===== src/rtl/fwd_hazard_pkg.sv =====
// Shared types and helpers for the forwarding/hazard controller.
// Optional MDU tracking is enabled with the FWD_HAZARD_MDU_EN macro.
package fwd_hazard_pkg;

    typedef enum logic [0:0] {
        MD_IDLE,
        MD_BUSY
    } md_state_t;

    // Select value meaning "take the operand from the register file"
    localparam int unsigned FWD_RF = 0;

    function automatic int unsigned sel_w_calc(input int unsigned depth);
        return (depth < 1) ? 1 : $clog2(depth + 1);
    endfunction

endpackage


===== src/rtl/md_busy_tracker.sv =====
// Busy tracker for the multi-cycle multiply/divide unit: once started it reports
// busy for exactly MD_LAT cycles and cannot be aborted except by reset.
module md_busy_tracker
    import fwd_hazard_pkg::*;
#(
    parameter int unsigned MD_LAT = 4
) (
    input  logic clk,
    input  logic rst_n,
    input  logic start_acc,
    output logic busy
);

    localparam int unsigned CNT_W = (MD_LAT > 1) ? $clog2(MD_LAT) : 1;

    md_state_t        state_q, state_d;
    logic [CNT_W-1:0] cnt_q, cnt_d;

    always_ff @(posedge clk or negedge rst_n) begin
        if (!rst_n) begin
            state_q <= MD_IDLE;
            cnt_q   <= '0;
        end else begin
            state_q <= state_d;
            cnt_q   <= cnt_d;
        end
    end

    always_comb begin
        state_d = state_q;
        cnt_d   = cnt_q;
        unique case (state_q)
            MD_IDLE: begin
                if (start_acc) begin
                    state_d = MD_BUSY;
                    cnt_d   = CNT_W'(MD_LAT - 1);
                end
            end
            MD_BUSY: begin
                // Leave on the cycle the counter reads zero: MD_LAT busy cycles in total
                if (cnt_q == '0) begin
                    state_d = MD_IDLE;
                end else begin
                    cnt_d = cnt_q - CNT_W'(1);
                end
            end
            default: state_d = MD_IDLE;
        endcase
    end

    assign busy = (state_q == MD_BUSY);

endmodule


===== src/rtl/fwd_hazard_unit.sv =====
// Operand bypass select and load-use / MDU stall generation from a shadow tag pipeline.
// Define FWD_HAZARD_MDU_EN to build the MDU busy tracker and its hazard term.
module fwd_hazard_unit
    import fwd_hazard_pkg::*;
#(
    parameter int unsigned REG_W      = 5,
    parameter int unsigned NSRC       = 2,
    parameter int unsigned DEPTH      = 3,
    parameter int unsigned LOAD_STAGE = 2,
    parameter int unsigned MD_LAT     = 4,
    parameter int unsigned SEL_W      = sel_w_calc(DEPTH)
) (
    input  logic                  clk,
    input  logic                  rst_n,
    input  logic                  id_valid,
    input  logic [NSRC*REG_W-1:0] id_src,
    input  logic [NSRC-1:0]       id_src_used,
    input  logic [REG_W-1:0]      id_rd,
    input  logic                  id_wr,
    input  logic                  id_load,
    input  logic                  id_md_start,
    input  logic                  id_md_use,
    input  logic                  flush,
    output logic                  stall,
    output logic [NSRC*SEL_W-1:0] fwd_sel,
    output logic                  md_busy
);

    // Stage k of the shadow pipeline lives at index k (1 = EX)
    logic [DEPTH:1]            tag_valid_q;
    logic [DEPTH:1]            tag_wr_q;
    logic [DEPTH:1]            tag_load_q;
    logic [DEPTH:1][REG_W-1:0] tag_rd_q;

    logic [NSRC-1:0] load_haz;
    logic            md_haz;
    logic            push;

    assign push = id_valid & ~stall & ~flush;

    always_ff @(posedge clk or negedge rst_n) begin
        if (!rst_n) begin
            tag_valid_q <= '0;
            tag_wr_q    <= '0;
            tag_load_q  <= '0;
            tag_rd_q    <= '0;
        end else begin
            tag_valid_q[1] <= push;
            tag_wr_q[1]    <= push & id_wr;
            tag_load_q[1]  <= push & id_load;
            tag_rd_q[1]    <= id_rd;
            // Older stages drain regardless of stall
            for (int k = 2; k <= int'(DEPTH); k++) begin
                tag_valid_q[k] <= tag_valid_q[k-1];
                tag_wr_q[k]    <= tag_wr_q[k-1];
                tag_load_q[k]  <= tag_load_q[k-1];
                tag_rd_q[k]    <= tag_rd_q[k-1];
            end
        end
    end

    for (genvar i = 0; i < NSRC; i++) begin : g_src
        logic [REG_W-1:0] src;
        logic [DEPTH:1]   hit;
        logic [SEL_W-1:0] sel;
        logic             haz;

        assign src = id_src[i*REG_W +: REG_W];

        for (genvar k = 1; k <= DEPTH; k++) begin : g_stage
            assign hit[k] = tag_valid_q[k] & tag_wr_q[k] & (tag_rd_q[k] == src)
                          & (src != '0) & id_src_used[i];
        end

        // Scan oldest to youngest so the youngest producer overrides
        always_comb begin
            sel = SEL_W'(FWD_RF);
            haz = 1'b0;
            for (int k = DEPTH; k >= 1; k--) begin
                if (hit[k]) begin
                    sel = SEL_W'(k);
                    haz = tag_load_q[k] & (k < int'(LOAD_STAGE));
                end
            end
        end

        assign fwd_sel[i*SEL_W +: SEL_W] = sel;
        assign load_haz[i]               = haz;
    end

`ifdef FWD_HAZARD_MDU_EN
    logic md_start_acc;

    assign md_start_acc = push & id_md_start;

    md_busy_tracker #(
        .MD_LAT (MD_LAT)
    ) u_md_busy_tracker (
        .clk       (clk),
        .rst_n     (rst_n),
        .start_acc (md_start_acc),
        .busy      (md_busy)
    );

    assign md_haz = md_busy & id_valid & (id_md_use | id_md_start);
`else
    logic unused_md;

    assign unused_md = id_md_start ^ id_md_use;
    assign md_busy   = 1'b0;
    assign md_haz    = 1'b0;
`endif

    assign stall = id_valid & ~flush & ((|load_haz) | md_haz);

endmodule


===== config.mk =====
export PLATFORM = sky130hd
export DESIGN_NAME = fwd_hazard_unit
export DESIGN_NICKNAME = d
export VERILOG_FILES = /design/src/rtl/fwd_hazard_pkg.sv /design/src/rtl/md_busy_tracker.sv /design/src/rtl/fwd_hazard_unit.sv
export SDC_FILE = /design/constraint.sdc
export NUM_CORES = 1
export LEC_CHECK = 0
export BUFFER_PORTS_ARGS = -buffer_cell sky130_fd_sc_hd__buf_2
export CORE_ASPECT_RATIO = 0.75
export CORE_MARGIN = 10
export CORE_UTILIZATION = 44
export DETAILED_ROUTE_END_ITERATION = 8
export PLACE_DENSITY_LB_ADDON = 0.1
export SYNTH_ARGS = -nofsm -noshare
export SYNTH_HDL_FRONTEND = slang
export SYNTH_HIERARCHICAL = 1
export SYNTH_SLANG_ARGS = --single-unit

===== constraint.sdc =====
create_clock -name clk -period 1.8 [get_ports clk]
set_input_delay 0.36 -clock clk [delete_from_list [all_inputs] [get_ports clk]]
set_output_delay 0.36 -clock clk [all_outputs]
set_load 0.005 [all_outputs]

### Word-level counts from Yosys, hierarchy flattened

Cells that the tools add are included.

* register bits: 22
* latch bits: 0
* bits in writable memories: 0
* ROM bits: 0
* input port bits: 25
* output and inout bits: 6
* logic and storage cells: 52
* memories kept: 0

* add/subtract/negate cells: 0
* multiply operators: 0
* div/mod/pow operators: 0
* $lt $le $gt $ge: 0
* equality and inequality tests: 6
* shift operators: 0
* mux-type cells: 8
* bitwise logic cells: 29
* reductions and logical operators: 3

Operator list (count)
* $eq A5 B5 Y1: 6
* $and A1 B1 Y1: 27
* $mux W2: 6
* $reduce_bool A5 Y1: 2
* $mux W1: 2
* $not A1 Y1: 2
* $reduce_or A2 Y1: 1

### Longest topological paths before layout

Gate-level depths: netlist (run 1).

* depth after elaboration: 11
* mapped depth: 5
* mapped depth without buffers: 5

### Least setup slack after synthesis (run 1)

Ideal clock, no wire load.

* path type: input to output
* from: in id_src[0]
* to: out stall
* arrival: 1.486 ns
* required time: 1.440 ns
* slack: -0.046 ns
* stages: 5
* cells stage by stage: or4_1 > o21ai_2 > nor4_1 > o21a_1 > and3b_1

* longest elaborated chain between the ends: 7
* elaborated cells on any way between the ends: 8

Ends and longest elaborated chain
* start, declared: RTL line fwd_hazard_unit.sv:16 `input logic [NSRC*REG_W-1:0] id_src,`
* $eq A5 B5 Y1: RTL line fwd_hazard_unit.sv:71 `assign hit[k] = tag_valid_q[k] & tag_wr_q[k] & (tag_rd_q[k] == src)`
* $and A1 B1 Y1: RTL line fwd_hazard_unit.sv:71
* $and A1 B1 Y1 (*) (2 in a row): RTL line fwd_hazard_unit.sv:72 `& (src != '0) & id_src_used[i];`
* $mux W1 (*): RTL line fwd_hazard_unit.sv:80 `if (hit[k]) begin`
* $reduce_or A2 Y1 (*): RTL line fwd_hazard_unit.sv:114 `assign stall = id_valid & ~flush & ((|load_haz) | md_haz);`
* $and A1 B1 Y1 (*): RTL line fwd_hazard_unit.sv:114
* end, declared: RTL line fwd_hazard_unit.sv:24 `output logic stall,`

Every way passes the cells marked *; elsewhere a longest branch is shown, timed or not.

### Final worst setup path (run 1)

* from: reg tag_rd_q[11] in the netlist's numbering
* to: out fwd_sel[0]

* longest elaborated chain between the ends: 7

Ends and longest elaborated chain
* start, declared: RTL line fwd_hazard_unit.sv:33 `logic [DEPTH:1][REG_W-1:0] tag_rd_q;`
* start signal, assigned by index: RTL line fwd_hazard_unit.sv:57 `tag_rd_q[k] <= tag_rd_q[k-1];`
* $eq A5 B5 Y1: RTL line fwd_hazard_unit.sv:71
* $and A1 B1 Y1: RTL line fwd_hazard_unit.sv:71
* $and A1 B1 Y1 (2 in a row): RTL line fwd_hazard_unit.sv:72
* $mux W2 (3 in a row): RTL line fwd_hazard_unit.sv:80
* end, declared: RTL line fwd_hazard_unit.sv:25 `output logic [NSRC*SEL_W-1:0] fwd_sel,`

Every way passes these cells.

==> results.yml, run 1 <==
power:
  pwr-share-seq: 0.561
  p_leak_nw: 0.6622
  p_sw_w: 0.0002286
  pwr-share-clk: 0.275
  cellPowerDensity_mw_per_mm2: 664.4
  switching_share: 0.2383
  combPwrFrac: 0.164
  peakVddDrop_uv: 450.1
  p_int_w: 0.0007307
yosys:
  synth_area_mm2: 0.001027
  synth_cell_types: 16
  syn_nets: 109
  synth_warnings: 6
  ys_seq_area_frac: 0.5359
  avgSynthCellArea_um2: 12.23
  synth_cells: 84
  ys_ff_latch: 22
placement:
  gp_congestion: 0.8212
  io_buffers: 27
  dpl.hpwl_mm: 1.890
  place_area_mm2: 0.001310
layout:
  drive_gt1_frac: 0.4662
  final_common_cell: "buf_2"
  final_util: 0.6358
  final_cell_mix: "27 x buf_2, 23 x xnor2_1, 22 x dfrtp_1, 16 x buf_4"
  num_antenna_cells: 0
  syn2layout_area_growth_pct: 40.56
  stdcell_area_mm2: 0.001444
  nets: 159
global_route:
  grt_pass1_wl_mm: 3.712
  antenna_found_initial: 0
  grt_max_degree: 23
  grt_pass1_vias: 818
  overflow: 0
  track_usage: 0.1067
sta:
  final_max_slew_viol_count: 0
  worst_slack_ps: -386.8
  finalHoldViolCount: 0
  max_freq_mhz: 457.3
  fin_crit_ps: 2187
  rsz0062_at_grt: "true"
  fin_skew_ps: 6.523
  fin_crit_sh: 1.215
  finalSetupViolations: 5
critical_path:
  cp_max_fo: 2
  critPathKind: "flop to output port"
  worst_ep_required_time_ps: 1440
  crit_arrival_ps: 1830
  cp-start-kind: "flop"
  critPathCaptureType: "output port"
floorplan:
  start_util: 0.4523
  die_y_um: 61.85
  die_area_mm2: 0.004687
  die_w_um: 75.79
  ios: 31
  row_count: 15
  coreArea_mm2: 0.002271
outcome:
  status: "finished with violations"
  violations: "setup timing"
cts:
  cts_tree: "built"
  cts-root-buf: "clkbuf_4"
  cts_max_level: 1
  cts_buffers: 3
  clock_latency_ps: 310
  cts_sinks: 22
  clkSlewWorstSetupHoldPaths_ps: 110
  clock_path_buffers: 2
routing:
  via_count: 783
  drtIter0Drc: 22
  dr.pass1.iters: 4
  viasPerCell: 4.689
  drt_wl_total_mm: 2.343
  post_drt_wl_per_cell_um: 14.03
  ant_nets: 0
  drc: 0
min_path:
  hp-class: "primary input to flop"
job:
  maxCapViolCount: 0
layer usage:
| layer | vias to the layer above | GRT usage | routed length (um) |
|---|---|---|---|
| li1 | 391 | - | - |
| met3 | 5 | 0.03333 | 224 |
| met1 | 361 | 0.1318 | 1066 |
| met2 | 26 | 0.1643 | 1011 |
| met4 | 0 | 0.05541 | 40 |
| met5 | - | 0 | 0 |
power groups by stage:
stage	Combinational (W)	Sequential (W)	Clock, W
global route	0.000173	0.000542	0.000299
finish	0.000158	0.000538	0.000263
global placement	0.000141	0.000547	0
floorplan	0.0000667	0.000544	0
detailed placement	0.000144	0.000548	0
CTS	0.000151	0.000538	0.000272
metrics by stage:
stage                     cells  hold slack (ps)  total power, W  setup TNS (ps)  setup WS (ps)
after floorplan              84            64.41       0.0006111          -46.50         -46.50
after global placement      159            337.8       0.0006874           -1795         -349.2
after detailed placement    159            339.2       0.0006921           -1855         -329.2
after CTS                   164            144.0       0.0009610           -1756         -381.0
after global routing        167            118.3        0.001014           -2390         -511.7
final                       167            150.6       0.0009593           -1809         -386.8
kinds of logic after synthesis:
logic type | count (synthesis) | synth area share
buf+inv | 1 | 0.007311
xor+xnor | 30 | 0.2558
compound gates | 5 | 0.03411
flops | 22 | 0.5359
other cells | 1 | 0.003651
simple gates | 25 | 0.1632
area by class of cell:
class / count / area, um2
clock buffer: 4 / 36.28
multi-input combinational: 61 / 526.8
tap: 34 / 42.54
sequential: 22 / 550.5
timing repair buffer: 46 / 287.8
fill: 180 / 827.0
cells in the mapped netlist:
| library cell | count | area share |
|---|---|---|
| a21oi_1 | 2 | 0.0097 |
| and3b_1 | 1 | 0.0085 |
| buf_4 | 1 | 0.0073 |
| conb_1 | 1 | 0.0037 |
| dfrtp_1 | 22 | 0.54 |
| nand2_1 | 3 | 0.011 |
| nand2b_1 | 4 | 0.024 |
| nand4_1 | 6 | 0.037 |
| nor3b_1 | 1 | 0.0073 |
| nor4_1 | 2 | 0.012 |
| nor4bb_1 | 2 | 0.019 |
| o21a_1 | 1 | 0.0073 |
| o21ai_2 | 2 | 0.017 |
| or4_1 | 6 | 0.044 |
| xnor2_1 | 24 | 0.20 |
| xor2_1 | 6 | 0.051 |
worst max-delay path, cell delays in order, from the launching register on:
cell      delay [ps]
dfrtp_1          420
buf_4            140
xnor2_1          120
nand4_1          110
or4_4            430
nand2b_4         150
nand2b_1          50
buf_2            110
final timing paths:
path,startpoint,to,slack [ps],depth (start not counted)
setup / recovery,tag_rd_q[11],fwd_sel[0],-390,7
hold / removal,id_rd[0],tag_rd_q[0],150,1
setup reg to reg,tag_rd_q[0],tag_wr_q[1],330,6
hold reg to reg,tag_wr_q[2],tag_wr_q[3],380,0
max in group asynchronous,rst_n,tag_rd_q[8],950,2
min in group asynchronous,rst_n,tag_valid_q[2],520,2
sequential cells by signal, indices dropped and copies added, names as in the netlist:
register / flops
tag_rd_q: 15
tag_valid_q: 3
tag_wr_q: 3
tag_load_q: 1
repair_timing:
action | CTS | global route
resized for setup | 8 | 5
setup buffers | 0 | 3
hold buffers | 1 | 0
cloned | 0 | 0
endpoints found under the setup margin | 5 | 5
hold endpoints to repair | 10 | 0
pin swaps | 16 | 3
Power figures use the tool's default switching activity.
==> run 2: changes to the inputs <==
--- a/config.mk
+++ b/config.mk
@@ -11,6 +11,7 @@
 export CORE_UTILIZATION = 44
 export DETAILED_ROUTE_END_ITERATION = 8
 export PLACE_DENSITY_LB_ADDON = 0.1
+export SKIP_CTS_REPAIR_TIMING = 1
 export SYNTH_ARGS = -nofsm -noshare
 export SYNTH_HDL_FRONTEND = slang
 export SYNTH_HIERARCHICAL = 1
==> results.yml, run 2 (synthesis gave the netlist of run 1 again) <==
outcome:
  status: "finished with violations"
  violations: "hold timing, setup timing"
cts:
  cts_buffers: 3
  cts_max_level: 1
  cts-root-buf: "clkbuf_4"
  cts_sinks: 22
  clock_path_buffers: 2
  clkSlewWorstSetupHoldPaths_ps: 120
  clock_latency_ps: 310
  cts_tree: "built"
routing:
  dr.pass1.iters: 4
  post_drt_wl_per_cell_um: 14.24
  viasPerCell: 4.707
  via_count: 772
  ant_nets: 0
  drc: 0
  drt_wl_total_mm: 2.336
  drtIter0Drc: 28
placement:
  gp_congestion: 0.8212
  io_buffers: 27
  place_area_mm2: 0.001310
  dpl.hpwl_mm: 1.890
sta:
  fin_hold_ws_ps: -13.04
  fin_crit_sh: 1.224
  final_max_slew_viol_count: 0
  rsz0062_at_grt: "true"
  worst_slack_ps: -403.6
  fin_tns_setup_ps: -1818
  fin_skew_ps: 7.522
  finalSetupViolations: 5
  max_freq_mhz: 453.8
  fin_crit_ps: 2204
  finalHoldViolCount: 15
critical_path:
  critical_path.top_delay_family: "simple AND/OR/NAND/NOR gates"
  cp-start-kind: "flop"
  critPathCaptureType: "output port"
  critical_path.slowest_cell: "or4_4"
  cp_cell_sequence: "xnor2_1, nand4_1, or4_4, a21oi_2, buf_2"
  critPathKind: "flop to output port"
  worst_ep_required_time_ps: 1440
  crit_arrival_ps: 1840
  critical-path-max-stage-delay_ps: 530
  cp_max_fo: 3
  crit_buf_inv: 1
power:
  p_leak_nw: 0.6453
  cellPowerDensity_mw_per_mm2: 671.4
  peakVddDrop_uv: 450.5
layout:
  nets: 156
  largest_register_ffs: 15
  reg_top3: "tag_rd_q x15, tag_valid_q x3, tag_wr_q x3"
  final_util: 0.6253
  final_common_cell: "buf_2"
  syn2layout_area_growth_pct: 38.25
  num_antenna_cells: 0
  largest_register: "tag_rd_q"
  stdcell_area_mm2: 0.001420
  final_cell_mix: "27 x buf_2, 24 x xnor2_1, 22 x dfrtp_1, 16 x buf_4"
  drive_gt1_frac: 0.4538
global_route:
  grt_max_degree: 23
  track_usage: 0.1040
  antenna_found_initial: 0
  grt_pass1_vias: 803
  overflow: 0
  grt_pass1_wl_mm: 3.601
floorplan:
  row_count: 15
  ios: 31
  die_y_um: 61.85
  die_w_um: 75.79
  start_util: 0.4523
  coreArea_mm2: 0.002271
  die_area_mm2: 0.004687
job:
  maxCapViolCount: 0
min_path:
  hp-class: "primary input to asynchronous set/reset pin"
## run 2: cell types whose count changed in the layout (fill, tap and decap cells not counted)
cell / before / now
dlygate4sd3_1: 1 / 0
xnor2_2: 1 / 0
buf_6: 2 / 0
xnor2_1: 23 / 24
o21ai_4: 0 / 1
o21ai_2: 2 / 1
nor4_2: 2 / 1
nor4_4: 0 / 1
## run 2: worst paths after layout
kind	slack, ps	cells after the start	start	endpoint
max in group asynchronous	1490	1	rst_n	tag_rd_q[8]
min in group clk	150	1	id_rd[0]	tag_rd_q[0]
worst min-delay path	-10	1	rst_n	tag_valid_q[2]
worst max register to register	330	6	tag_rd_q[0]	tag_wr_q[1]
worst min register to register	380	0	tag_wr_q[2]	tag_wr_q[3]
worst max-delay path	-400	5	tag_rd_q[7]	fwd_sel[3]
## run 2: final cells by class
type	count	area (um2)
Tap cell	34	42.54
Timing Repair Buffer	43	255.2
Multi-Input combinational cell	61	535.5
Fill cell	197	850.8
Sequential cell	22	550.5
Clock buffer	4	36.28
## run 2: report_power, final
group          internal (W)  switching, W
registers          0.000518     0.0000200
clock network      0.000123      0.000139
logic             0.0000832     0.0000697
total              0.000725      0.000229
## run 2: per-layer routing
metal	GRT usage	vias up	part of all wire
li1	-	386	-
met1	0.1308	359	0.46
met2	0.1558	22	0.44
met3	0.03333	5	0.086
met4	0.05541	0	0.017
met5	0	-	0
## run 2: per-stage QoR
| step | std cells | total power, W | setup WS, ps |
|---|---|---|---|
| CTS | 163 | 0.0009549 | -464.1 |
| detailed placement | 159 | 0.0006921 | -329.2 |
| global route | 164 | 0.001008 | -520.5 |
| floorplan | 84 | 0.0006111 | -46.50 |
| finish | 164 | 0.0009534 | -403.6 |
| global placement | 159 | 0.0006874 | -349.2 |
